**config.mk**
```make
export PLATFORM = sky130hd
export DESIGN_NAME = nec_ir_tx
export DESIGN_NICKNAME = d
export VERILOG_FILES = /design/src/rtl/nec_pkg.sv /design/src/rtl/nec_carrier_gen.sv /design/src/rtl/nec_ir_tx.sv
export SDC_FILE = /design/constraint.sdc
export NUM_CORES = 1
export LEC_CHECK = 0
export CAP_MARGIN = 20
export CORE_MARGIN = 2
export CORE_UTILIZATION = 55
export CTS_CLUSTER_DIAMETER = 80
export DETAILED_ROUTE_END_ITERATION = 12
export PLACE_DENSITY = 0.77
export SYNTH_ARGS = -nofsm -noshare
export SYNTH_HDL_FRONTEND = slang
export SYNTH_SLANG_ARGS = --single-unit
```
**constraint.sdc**
```tcl
create_clock -name clk -period 4.72 [get_ports clk]
set_input_delay 1.18 -clock clk [delete_from_list [all_inputs] [get_ports clk]]
set_output_delay 1.18 -clock clk [all_outputs]
set_load 0.01 [all_outputs]
```
**src/rtl/nec_pkg.sv**
```systemverilog
// nec_pkg: shared NEC IR protocol definitions.
//   nec_state_t      transmitter/decoder state encoding
//   NEC_* localparams default timing at 50 MHz
//   is_mark()        1 for states that drive the LED (envelope low)
package nec_pkg;

  typedef enum logic [2:0] {
    IDLE,
    LEAD_MARK,
    LEAD_SPACE,
    BIT_MARK,
    BIT_SPACE,
    STOP_MARK,
    GAP
  } nec_state_t;

  localparam int NEC_CLKS_PER_UNIT      = 28125;
  localparam int NEC_CARRIER_DIV        = 1316;
  localparam int NEC_LEADER_MARK_UNITS  = 16;
  localparam int NEC_LEADER_SPACE_UNITS = 8;
  localparam int NEC_REPEAT_SPACE_UNITS = 4;
  localparam int NEC_FRAME_UNITS        = 192;

  function automatic logic is_mark(input nec_state_t s);
    return (s == LEAD_MARK) || (s == BIT_MARK) || (s == STOP_MARK);
  endfunction

endpackage

```
**src/rtl/nec_carrier_gen.sv**
```systemverilog
// nec_carrier_gen: carrier divider for the IR LED drive.
//   clk      in  system clock
//   rst_n    in  synchronous active-low reset
//   en       in  1 when the coming cycle is a mark
//   carrier  out registered carrier, high for the first CARRIER_DIV/2 clocks of each period
// The divider restarts at 0 whenever en rises, so every mark begins high;
// it is held at 0 while en is low.
module nec_carrier_gen #(
  parameter int CARRIER_DIV = 1316
) (
  input  logic clk,
  input  logic rst_n,
  input  logic en,
  output logic carrier
);

  localparam int CW = $clog2(CARRIER_DIV);
  localparam logic [CW-1:0] CARR_LAST = CW'(CARRIER_DIV - 1);
  localparam logic [CW-1:0] CARR_HALF = CW'(CARRIER_DIV / 2);

  logic [CW-1:0] cnt;
  logic [CW-1:0] cnt_nxt;
  logic          en_q;

  // en_q says the current cycle is already a mark; otherwise this is the first one.
  always_comb begin
    cnt_nxt = '0;
    if (en && en_q) cnt_nxt = (cnt == CARR_LAST) ? '0 : cnt + 1'b1;
  end

  always_ff @(posedge clk) begin
    if (!rst_n) begin
      cnt     <= '0;
      en_q    <= 1'b0;
      carrier <= 1'b0;
    end else begin
      cnt     <= cnt_nxt;
      en_q    <= en;
      carrier <= en && (cnt_nxt < CARR_HALF);
    end
  end

endmodule

```
**src/rtl/nec_ir_tx.sv**
```systemverilog
// nec_ir_tx: NEC protocol IR transmitter.
//   clk           in  system clock
//   rst_n         in  synchronous active-low reset
//   valid         in  request strobe, accepted when valid & ready
//   repeat_req    in  1 = send repeat code (data_to_send ignored)
//   data_to_send  in  32-bit frame, bit 0 sent first
//   ready         out 1 only in IDLE
//   busy          out ~ready
//   ir_tx         out carrier-modulated LED drive
//   ir_env_n      out active-low envelope (0 during marks)
module nec_ir_tx
  import nec_pkg::*;
#(
  parameter int CLKS_PER_UNIT      = NEC_CLKS_PER_UNIT,
  parameter int CARRIER_DIV        = NEC_CARRIER_DIV,
  parameter int LEADER_MARK_UNITS  = NEC_LEADER_MARK_UNITS,
  parameter int LEADER_SPACE_UNITS = NEC_LEADER_SPACE_UNITS,
  parameter int REPEAT_SPACE_UNITS = NEC_REPEAT_SPACE_UNITS,
  parameter int FRAME_UNITS        = NEC_FRAME_UNITS
) (
  input  logic        clk,
  input  logic        rst_n,
  input  logic        valid,
  input  logic        repeat_req,
  input  logic [31:0] data_to_send,
  output logic        ready,
  output logic        busy,
  output logic        ir_tx,
  output logic        ir_env_n
);

  localparam int UW = $clog2(CLKS_PER_UNIT);
  localparam int SW = $clog2(LEADER_MARK_UNITS);
  localparam int FW = $clog2(FRAME_UNITS);
  localparam logic [UW-1:0] UNIT_LAST  = UW'(CLKS_PER_UNIT - 1);
  localparam logic [FW-1:0] FRAME_LAST = FW'(FRAME_UNITS - 1);

  nec_state_t    state;
  logic [UW-1:0] unit_cnt;
  logic [SW-1:0] state_units;
  logic [SW-1:0] dur_last;
  logic [FW-1:0] frame_cnt;
  logic [4:0]    bit_idx;
  logic [31:0]   data;
  logic          rpt;
  logic          accept;
  logic          tick;
  logic          leave;
  logic          mark_nxt;

  assign accept = valid && ready;
  assign tick   = (unit_cnt == UNIT_LAST);

  // Last unit index of the current state.
  always_comb begin
    dur_last = '0;
    case (state)
      LEAD_MARK:  dur_last = SW'(LEADER_MARK_UNITS - 1);
      LEAD_SPACE: dur_last = rpt ? SW'(REPEAT_SPACE_UNITS - 1) : SW'(LEADER_SPACE_UNITS - 1);
      BIT_SPACE:  dur_last = data[bit_idx] ? SW'(2) : '0;
      default:    dur_last = '0;
    endcase
  end

  // GAP ends on the frame boundary, every other state on its own length.
  always_comb begin
    leave = 1'b0;
    if (state == GAP)       leave = tick && (frame_cnt == FRAME_LAST);
    else if (state != IDLE) leave = tick && (state_units == dur_last);
  end

  // Marks and spaces strictly alternate, except GAP -> IDLE (space to space).
  always_comb begin
    if (state == IDLE) mark_nxt = accept;
    else if (leave)    mark_nxt = !is_mark(state) && (state != GAP);
    else               mark_nxt = is_mark(state);
  end

  always_ff @(posedge clk) begin
    if (!rst_n) begin
      state       <= IDLE;
      ready       <= 1'b1;
      busy        <= 1'b0;
      ir_env_n    <= 1'b1;
      unit_cnt    <= '0;
      state_units <= '0;
      frame_cnt   <= '0;
      bit_idx     <= '0;
      data        <= '0;
      rpt         <= 1'b0;
    end else begin
      ir_env_n <= !mark_nxt;
      if (state == IDLE) begin
        if (accept) begin
          data        <= data_to_send;
          rpt         <= repeat_req;
          state       <= LEAD_MARK;
          ready       <= 1'b0;
          busy        <= 1'b1;
          unit_cnt    <= '0;
          state_units <= '0;
          frame_cnt   <= '0;
          bit_idx     <= '0;
        end
      end else begin
        unit_cnt <= tick ? '0 : unit_cnt + 1'b1;
        if (tick && (frame_cnt != FRAME_LAST)) frame_cnt <= frame_cnt + 1'b1;
        if (leave) begin
          state_units <= '0;
          case (state)
            LEAD_MARK:  state <= LEAD_SPACE;
            LEAD_SPACE: begin
              state   <= rpt ? STOP_MARK : BIT_MARK;
              bit_idx <= '0;
            end
            BIT_MARK:   state <= BIT_SPACE;
            BIT_SPACE: begin
              if (bit_idx == 5'd31) begin
                state <= STOP_MARK;
              end else begin
                state   <= BIT_MARK;
                bit_idx <= bit_idx + 1'b1;
              end
            end
            STOP_MARK:  state <= GAP;
            default: begin
              state <= IDLE;
              ready <= 1'b1;
              busy  <= 1'b0;
            end
          endcase
        end else if (tick && (state != GAP)) begin
          state_units <= state_units + 1'b1;
        end
      end
    end
  end

  nec_carrier_gen #(
    .CARRIER_DIV(CARRIER_DIV)
  ) u_carrier (
    .clk    (clk),
    .rst_n  (rst_n),
    .en     (mark_nxt),
    .carrier(ir_tx)
  );

endmodule

```
==> impl_metrics.yaml <==
run_status:
  status: "finished, final reports clean"
critical_path:
  path_class: "reg -> reg"
  cp_cell_sequence: "mux4_1 -> mux2_2 -> a2111o_1 -> o21a_1 -> o211ai_1 -> nand2_1 -> a211oi_1"
  worstSetupEndpointType: "flip-flop"
  critPathMaxStageDelay_ns: 0.69
  crit_path_max_fanout: 14
  cp_slowest_cell: "dfxtp_1"
  cp_num_buf_inv: 0
  worst_path_dominant_cell_family: "compound AO/OA/AOI/OAI gates"
  arrival_ns: 3.53
  required_ns: 4.97
  start_kind: "flip-flop"
clock_network:
  cts_tree: "done"
  numCtsBuffers: 9
  clkSlewWorstSetupHoldPaths_ns: 0.08
  cts-resized-gates: 0
  cts_setup_buffers: 0
  cts.sinks: 84
  clockRootBuffer: "clkbuf_8"
  ctsHoldBuffers: 0
  clock_path_buffers: 2
  cts_htree_levels: 3
  clk_latency_ns: 0.35
routing:
  drtPass1Iterations: 5
  wirelength_um: 10200
  ant_nets: 0
  route.detailed.drc: 0
  num_vias: 4087
  wl_per_cell_um: 14.9
  viasPerCell: 5.98
  drt_iter0_markers: 240
logic_synthesis:
  synth_cells: 560
  synth_top_area_share: 0.379
  yosys.area.top_type: "dfxtp_1"
  synth.area.mux_share: 0.0521
  synthesis.area_sq_mm: 0.00444
  synth-xor-area-share: 0.0355
  synth_fa_ha_area_frac: 0.0197
  synth_compound_area_frac: 0.197
  synth-async-reset-ratio: 0
  synth_seq_cells: 84
  synth_area_leaders: "dfxtp_1 (38%), nand2_1 (9.5%), a21oi_1 (7.4%), nor2_1 (3.1%), clkbuf_1 (2.6%)"
  syn_area_per_cell_sq_um: 7.93
  ys.flop_type: "dfxtp_1"
  yosysSeqAreaShare: 0.379
  syn-num-nets: 603
  yosys.area_share.simple: 0.266
  synth_top_family_by_area: "simple AND/OR/NAND/NOR gates"
  synth.most_common_cell: "nand2_1"
  synth_edf_count: 0
  yosysUniqueCellTypes: 64
  yosys_warnings: 0
  synth_commonest_cells: "nand2_1 (112), dfxtp_1 (84), a21oi_1 (66), nor2_1 (37), clkbuf_1 (31)"
floorplan:
  io_pins: 40
  die_w_um: 93.9
  core-area_sq_mm: 0.00777
  initial_utilization: 0.572
  die_area_sq_mm: 0.00881
  die_h_um: 93.9
  rows: 32
timing:
  relSlewSlack: 0.369
  period_needed_ns: 3.28
  finalCritPeriodShare: 0.694
  tightest_slew_ns: 0.947
  setup_viol: 0
  slew_viol_final: 0
  rsz0062_at_grt: "false"
  hold_violations: 0
  max_freq_mhz: 305
  setup_tns_ns: 0
  finClkSkew_ns: 0.0144
placement:
  numPortBuffers: 39
  hpwl_um: 7050
  dpl_cell_area_sq_mm: 0.00482
  place_congestion: 0.863
global_routing:
  antenna_found_initial: 0
  grt_first_pass_wirelength_um: 17000
  grt_usage: 0.239
  grt_pass1_vias: 3733
  overflow: 0
  grt_max_degree: 36
layout:
  fill_cells: 661
  drive_gt1_frac: 0.0688
  final_core_util: 0.650
  fin_area_sq_mm: 0.00505
  area_growth_pct: 13.6
  diodes: 0
  nets: 620
power:
  leakagePower_nw: 1.70
  power_density_mw_per_mm2: 298
  ir_worst_vdd_mv: 0.211
job:
  cap_violations: 0
hold_path:
  hp-class: "reg -> reg"
-- logic make-up (layout without fill, tap and decap cells) --
group,Yosys count,after routing
AO/OA/AOI/OAI,141,141
XOR/XNOR,18,18
adder cells (fa/ha/maj),7,7
buffers and inverters,51,72
flip-flops,84,84
multiplexers,14,14
AND/OR/NAND/NOR,245,245
-- worst register-to-register path, cell delays in order, from the launching register on --
cell	delay [ns]
dfxtp_1	0.69
mux4_1	0.63
mux2_2	0.28
a2111o_1	0.45
o21a_1	0.15
o211ai_1	0.30
nand2_1	0.36
a211oi_1	0.33
-- power breakdown --
| group | switching (W) | internal (W) |
|---|---|---|
| clock network | 0.000251 | 0.000327 |
| registers | 0.0000214 | 0.000735 |
| logic | 0.0000973 | 0.0000739 |
-- flip-flops by register name, summed over array words and instances (netlist names) --
name	count
u_carrier.cnt	11
rpt	1
bit_idx	5
state_units	4
ready	1
data	32
unit_cnt	15
state	3
ir_env_n	1
busy	1
u_carrier.carrier	1
frame_cnt	8
u_carrier.en_q	1
-- cell usage in the layout, fill, tap and decap left out, types with 11 or more instances in the layout --
| cell | synthesis | routed |
|---|---|---|
| inv_1 | 13 | 13 |
| nand3_1 | 22 | 22 |
| clkbuf_8 | 0 | 11 |
| dfxtp_1 | 84 | 84 |
| nor2_1 | 37 | 36 |
| o21ai_0 | 22 | 22 |
| nand2_1 | 112 | 112 |
| nand4_1 | 13 | 13 |
| clkdlybuf4s50_1 | 0 | 39 |
| a21oi_1 | 66 | 66 |
-- worst paths after layout --
check	startpoint	endpoint	slack [ns]	depth (start not counted)
max	bit_idx[2]	u_carrier.cnt[3]	1.44	7
min reg2reg	data[21]	data[21]	0.45	2
max reg2reg	bit_idx[2]	u_carrier.cnt[3]	1.44	7
min	data[21]	data[21]	0.45	2
-- final cells by class --
class,instances,area [sq um],share of cell area
clock buffers,12,155,0.0307
clock inverters,3,68.8,0.0136
inverters,13,48.8,0.00967
multi-input cells,425,2540,0.503
flip-flops and latches,84,1680,0.333
well taps,102,128,0.0253
repair buffers,44,428,0.0848
-- routing by layer --
| layer | vias up | track usage | part of all wire |
|---|---|---|---|
| met1 | 1935 | 0.315 | 0.46 |
| met4 | 0 | 0.0761 | 0.015 |
| li1 | 2024 | - | - |
| met3 | 16 | 0.0433 | 0.051 |
| met2 | 112 | 0.398 | 0.47 |
| met5 | - | 0 | 0 |
-- per-stage QoR --
step	hold slack, ns	worst slack (ns)	cells	power, W
5_1_grt	0.475	1.26	683	0.00156
3_3_place_gp	0.439	1.42	668	0.000936
3_5_place_dp	0.446	1.32	668	0.000941
6_report	0.454	1.44	683	0.00150
4_1_cts	0.457	1.45	683	0.00151
2_1_floorplan	0.432	2.10	560	0.000874
(Power assumes the default switching activity.)
